File: src/rtl/vx_stream_pkg.sv
// Shared types and helpers for the vx stream demux and its lane buffers.
package vx_stream_pkg;

  // Occupancy of a per-lane 2-entry elastic buffer.
  typedef enum logic [1:0] {
    EMPTY = 2'd0,
    ONE   = 2'd1,
    FULL  = 2'd2
  } lane_state_t;

  // Width of a lane index for n lanes; never narrower than one bit.
  function automatic int sel_width(input int n);
    if (n <= 1) begin
      return 1;
    end else begin
      return $clog2(n);
    end
  endfunction

endpackage

File: src/rtl/vx_demux_lane_buf.sv
// Per-lane 2-entry skid buffer: main holds the beat on the output, skid
// catches the one beat that arrives while the consumer stalls. ready is a
// flop so the consumer's ready never reaches the upstream handshake combinationally.
module vx_demux_lane_buf
  import vx_stream_pkg::*;
#(
  parameter int DATAW = 32
) (
  input  logic             clk,
  input  logic             reset,
  input  logic             push,
  input  logic [DATAW-1:0] data,
  output logic             ready,
  output logic             valid_out,
  output logic [DATAW-1:0] data_out,
  input  logic             ready_out
);

  lane_state_t      state_q, state_d;
  logic [DATAW-1:0] main_q, main_d;
  logic [DATAW-1:0] skid_q, skid_d;
  logic             valid_q, valid_d;
  logic             ready_q, ready_d;
  logic             pop_s;

  assign pop_s     = valid_q & ready_out;
  assign ready     = ready_q;
  assign valid_out = valid_q;
  assign data_out  = main_q;

  // Next-state, payload movement and registered handshake flags.
  always_comb begin
    state_d = state_q;
    main_d  = main_q;
    skid_d  = skid_q;
    case (state_q)
      EMPTY: begin
        if (push) begin
          main_d  = data;
          state_d = ONE;
        end else begin
          state_d = EMPTY;
        end
      end
      ONE: begin
        if (push && pop_s) begin
          main_d  = data;
          state_d = ONE;
        end else if (push) begin
          skid_d  = data;
          state_d = FULL;
        end else if (pop_s) begin
          state_d = EMPTY;
        end else begin
          state_d = ONE;
        end
      end
      FULL: begin
        // No push can arrive here: ready is low while FULL.
        if (pop_s) begin
          main_d  = skid_q;
          state_d = ONE;
        end else begin
          state_d = FULL;
        end
      end
      default: begin
        state_d = EMPTY;
      end
    endcase
    valid_d = (state_d != EMPTY);
    ready_d = (state_d != FULL);
  end

  // Lane state and payload registers; reset empties the lane and opens ready.
  always_ff @(posedge clk or negedge reset) begin
    if (!reset) begin
      state_q <= EMPTY;
      main_q  <= {DATAW{1'b0}};
      skid_q  <= {DATAW{1'b0}};
      valid_q <= 1'b0;
      ready_q <= 1'b1;
    end else begin
      state_q <= state_d;
      main_q  <= main_d;
      skid_q  <= skid_d;
      valid_q <= valid_d;
      ready_q <= ready_d;
    end
  end

endmodule

File: src/rtl/vx_stream_demux.sv
// Fans one valid/ready stream out to NUM_OUTPUTS lanes by a per-beat index.
// Beats with an out-of-range index are swallowed and flagged in sel_err.
module vx_stream_demux
  import vx_stream_pkg::*;
#(
  parameter  int NUM_OUTPUTS = 4,
  parameter  int DATAW       = 32,
  parameter  int BUFFERED    = 1,
  localparam int SELW        = sel_width(NUM_OUTPUTS)
) (
  input  logic                         clk,
  input  logic                         reset,
  input  logic                         valid_in,
  input  logic [DATAW-1:0]             data_in,
  input  logic [SELW-1:0]              sel_in,
  output logic                         ready_in,
  output logic [NUM_OUTPUTS-1:0]       valid_out,
  output logic [NUM_OUTPUTS*DATAW-1:0] data_out,
  input  logic [NUM_OUTPUTS-1:0]       ready_out,
  output logic                         sel_err
);

  logic [NUM_OUTPUTS-1:0] lane_hit_s;
  logic [NUM_OUTPUTS-1:0] lane_ready_s;
  logic                   in_range_s;
  logic                   ready_sel_s;
  logic                   sel_err_q, sel_err_d;

  // Decode the index into a one-hot lane match; a single lane ignores sel_in.
  always_comb begin
    lane_hit_s = {NUM_OUTPUTS{1'b0}};
    if (NUM_OUTPUTS == 1) begin
      lane_hit_s = {NUM_OUTPUTS{1'b1}};
    end else begin
      for (int i = 0; i < NUM_OUTPUTS; i++) begin
        lane_hit_s[i] = (sel_in == SELW'(i));
      end
    end
  end

  assign in_range_s = |lane_hit_s;

  // Input ready follows the addressed lane; out-of-range beats are always taken.
  always_comb begin
    ready_sel_s = 1'b1;
    for (int i = 0; i < NUM_OUTPUTS; i++) begin
      if (lane_hit_s[i]) begin
        ready_sel_s = lane_ready_s[i];
      end else begin
        ready_sel_s = ready_sel_s;
      end
    end
  end

  assign ready_in = ready_sel_s;

  // Sticky drop flag: set by any out-of-range beat, cleared only by reset.
  always_comb begin
    if (NUM_OUTPUTS == 1) begin
      sel_err_d = 1'b0;
    end else begin
      sel_err_d = sel_err_q | (valid_in & ~in_range_s);
    end
  end

  // Error flag register.
  always_ff @(posedge clk or negedge reset) begin
    if (!reset) begin
      sel_err_q <= 1'b0;
    end else begin
      sel_err_q <= sel_err_d;
    end
  end

  assign sel_err = sel_err_q;

  if (BUFFERED != 0) begin : g_buffered
    for (genvar i = 0; i < NUM_OUTPUTS; i++) begin : g_lane
      logic push_s;
      assign push_s = valid_in & ready_in & lane_hit_s[i];

      vx_demux_lane_buf #(
        .DATAW (DATAW)
      ) u_lane_buf (
        .clk       (clk),
        .reset     (reset),
        .push      (push_s),
        .data      (data_in),
        .ready     (lane_ready_s[i]),
        .valid_out (valid_out[i]),
        .data_out  (data_out[i*DATAW +: DATAW]),
        .ready_out (ready_out[i])
      );
    end
  end else begin : g_passthru
    // Zero-latency routing: every lane sees the payload, only the addressed one is valid.
    assign lane_ready_s = ready_out;
    assign valid_out    = lane_hit_s & {NUM_OUTPUTS{valid_in}};
    assign data_out     = {NUM_OUTPUTS{data_in}};
  end

endmodule

File: config.mk
export PLATFORM = sky130hd
export DESIGN_NAME = vx_stream_demux
export DESIGN_NICKNAME = d
export VERILOG_FILES = /design/src/rtl/vx_stream_pkg.sv /design/src/rtl/vx_demux_lane_buf.sv /design/src/rtl/vx_stream_demux.sv
export SDC_FILE = /design/constraint.sdc
export NUM_CORES = 1
export LEC_CHECK = 0
export ABC_CLOCK_PERIOD_IN_PS = 4100
export CORE_MARGIN = 2
export CORE_UTILIZATION = 25
export CTS_BUF_LIST = sky130_fd_sc_hd__clkbuf_4
export CTS_CLUSTER_DIAMETER = 150
export CTS_CLUSTER_SIZE = 28
export DETAILED_ROUTE_END_ITERATION = 12
export GPL_TIMING_DRIVEN = 0
export HOLD_SLACK_MARGIN = 0.02
export PLACE_DENSITY = 0.5
export SYNTH_ARGS = -nofsm -noshare
export SYNTH_HDL_FRONTEND = slang
export SYNTH_HIERARCHICAL = 1
export SYNTH_SLANG_ARGS = --single-unit
File: constraint.sdc
create_clock -name clk -period 4.1 [get_ports clk]
set_clock_uncertainty 0.2 [all_clocks]
set_input_delay 0.82 -clock clk [delete_from_list [all_inputs] [get_ports clk]]
set_output_delay 0.82 -clock clk [all_outputs]
set_load 0.01 [all_outputs]
==> impl_metrics.json <==
{
  "worstMarginPinSlew_ns": 0.615,
  "dp_hpwl_mm": 21.6,
  "path_cells": "clkdlybuf4s50_1, mux4_2, clkdlybuf4s50_1",
  "syn_area_um2": 12300,
  "synth_ff_type": "dfrtp_1",
  "maxSlewHeadroom_pct": 59.0,
  "path_buf_inv": 2,
  "num_rows": 81,
  "antenna_left": 0,
  "synth-seq-area-share_pct": 55.5,
  "wire_per_inst_um": 18.8,
  "routed_wl_mm": 30.7,
  "cts_tree": "yes",
  "vias_per_cell": 4.24,
  "numCtsBuffers": 13,
  "grt_max_degree": 105,
  "ys_async_sr_fraction_pct": 100,
  "clkSinkCount": 273,
  "ir_drop_uv": 285,
  "cts_hold_buf": 1,
  "pwr_density_cell_nw_per_um2": 666,
  "hold_path_class": "reg2reg",
  "crit_arrival_ns": 2.43,
  "period_share_pct": 84.1,
  "drc": 0,
  "synth_edf_count": 0,
  "min_from": "sel_err",
  "p_leak_nw": 6.24,
  "min_period_ns": 3.45,
  "place_congestion": 0.741,
  "swShare_pct": 30.8,
  "final_net_count": 1013,
  "final_cell_mix": "269 x dfrtp_1, 248 x mux2_2, 173 x clkdlybuf4s50_1, 69 x mux2_4, 32 x or2_2",
  "die_y_um": 226,
  "antenna_found_initial": 4,
  "rsz0062_at_grt": "false",
  "h-tree-depth": 1,
  "pwr-share-clk_pct": 10.1,
  "die-area_um2": 51000,
  "holdPathEnd": "sel_err",
  "vias": 6934,
  "io_pins": 175,
  "port-buffer-count": 174,
  "ys_types": 34,
  "fmax_ghz": 0.290,
  "p_int_mw": 6.95,
  "cp_common_cell": "clkdlybuf4s50_1",
  "area_growth_pct": 22.6,
  "syn_nets": 821,
  "rr_worst_depth": 6,
  "initial_core_util_pct": 25.3,
  "gr-usage-all-layers_pct": 12.0,
  "outcome": "finished clean",
  "fin_cells": 1635,
  "path_class": "in2out",
  "cts_root_buf": "clkbuf_4",
  "power_frac_comb_pct": 42.5,
  "whs_ns": 0.296,
  "n_fill_cell": 4886,
  "drive_gt1_share_pct": 44.8,
  "setup_viol": 0,
  "worstPathRequired_ns": 3.08,
  "hold_viol": 0,
  "yosys_warnings": 6,
  "yosys.area.top_type": "dfrtp_1",
  "pwr-share-seq_pct": 47.3,
  "p_switching_mw": 3.10,
  "reg2reg_slack_ns": 1.59,
  "crit_family": "buffers and inverters",
  "ctsResizeCount": 0,
  "path_max_fanout": 5,
  "r2r-end": "g_buffered.g_lane[3].u_lane_buf/data_out[8]",
  "dpl.cell_count": 1615,
  "layout_commonest_cell": "dfrtp_1",
  "postCtsSetupRepairBufs": 0,
  "netlist.area_leader.share_pct": 54.7,
  "synth_area_per_cell_um2": 15.9,
  "grt_first_pass_wirelength_mm": 46.8,
  "core_um2": 48700,
  "maxSlewViolCount": 0,
  "critical-path-max-stage-delay_ns": 0.57,
  "max_cap_violations": 0,
  "endpoint_kind": "primary output",
  "fp.dieW_um": 226,
  "reg2reg_from": "g_buffered.g_lane[3].u_lane_buf/ready",
  "ys_ff_latch": 273,
  "grt_pass1_vias": 7345,
  "synth_cells": 775,
  "path_clk_slew_ns": 0.26,
  "clockBufferDepth": 3,
  "drtIter0Drc": 299,
  "cp_slowest_cell": "clkdlybuf4s50_1",
  "dr.pass1.iters": 4,
  "worstSetupStartpointType": "input pin",
  "grt.overflow.total": 0,
  "hold_depth": 1,
  "insertion_delay_ns": 0.73,
  "synth_area_leaders": "dfrtp_1 55%, mux2_2 23%, mux2_4 8.4%"
}
[registers in the layout (all words and copies together), names as in the netlist]
register and flops:
sel_err 1, g_buffered.g_lane.u_lane_buf/data_out 128, g_buffered.g_lane.u_lane_buf/skid_q 128, g_buffered.g_lane.u_lane_buf/state_q 8, g_buffered.g_lane.u_lane_buf/ready 4, g_buffered.g_lane.u_lane_buf/valid_out 4
[power groups by stage]
stage	Sequential, mW	Clock [mW]	Combinational, mW
floorplan	4.94	0	2.15
global placement	4.82	0	4.29
detailed placement	4.83	0	4.34
CTS	4.77	1.12	4.36
global route	4.94	1.19	4.61
finish	4.76	1.02	4.28
[worst reg2reg max path, cell delays in order (launching register included)]
cell	delay, ns
dfstp_2	0.62
and4_2	0.31
ha_1	0.17
mux2i_1	0.07
o21ai_1	0.46
buf_2	0.37
o221a_1	0.24
[stage by stage]
step / TNS, ns / setup WS (ns) / power [mW] / area [um^2] / utilization [%]
after global routing: 0 / 0.613 / 10.7 / 15100 / 30.9
after floorplan: 0 / 1.69 / 7.09 / 12300 / -
after detailed placement: 0 / 0.633 / 9.17 / 14900 / 30.7
final: 0 / 0.652 / 10.0 / 15100 / 31.0
after CTS: 0 / 0.625 / 10.3 / 15100 / 30.9
after global placement: -2918.02 / -10.79 / 9.11 / 14900 / 30.5
[synth_stat cells, types with 5 or more instances]
cell / instances
buf_6: 28
mux2i_1: 5
or2_2: 32
nand2_1: 11
buf_2: 12
ha_1: 5
nand3b_1: 5
mux2_2: 248
o221a_1: 30
dfrtp_1: 269
mux2_4: 69
[layer usage]
| metal | GRT usage [%] | up-vias | wire (um) |
|---|---|---|---|
| li1 | - | 3200 | - |
| met1 | 16.6 | 3577 | 14500 |
| met2 | 19.0 | 130 | 13900 |
| met3 | 2.90 | 25 | 1670 |
| met4 | 2.67 | 2 | 611 |
| met5 | 0 | - | 16 |
[layout make-up]
type                            instances  area, um^2  area share, %
Multi-Input combinational cell        450        5040           33.4
Sequential cell                       273        6840           45.3
Clock inverter                          1        8.76         0.0580
Inverter                                4        15.0         0.0995
Tap cell                              664         831           5.51
Clock buffer                           16         120          0.796
Buffer                                 48         420           2.79
Timing Repair Buffer                  177        1810           12.0
Antenna cell                            2        5.00         0.0332
[logic make-up (layout without fill, tap and decap cells)]
kind of cell             after synthesis  after routing  share of synthesized area [%]
other                                  0              2                              0
flip-flops                           273            273                           55.5
AND/OR/NAND/NOR                       64             64                           3.53
buffers and inverters                 52            246                           3.54
AO/OA/AOI/OAI                         55             55                           4.94
adder cells (fa/ha/maj)                5              5                          0.508
multiplexers                         326            326                           32.0
[worst max-delay path by stage]
stage	startpoint	to	slack, ns	cells past startpoint
floorplan	sel_in[0]	g_buffered.g_lane[0].u_lane_buf/data_out[23]	1.69	5
global placement	reset	g_buffered.g_lane[1].u_lane_buf/skid_q[18]	-10.79	1
detailed placement	sel_in[0]	ready_in	0.63	3
CTS	sel_in[0]	ready_in	0.63	3
global route	sel_in[0]	ready_in	0.61	3
finish	sel_in[0]	ready_in	0.65	3
Note: power is estimated with default switching activity, not from simulation.
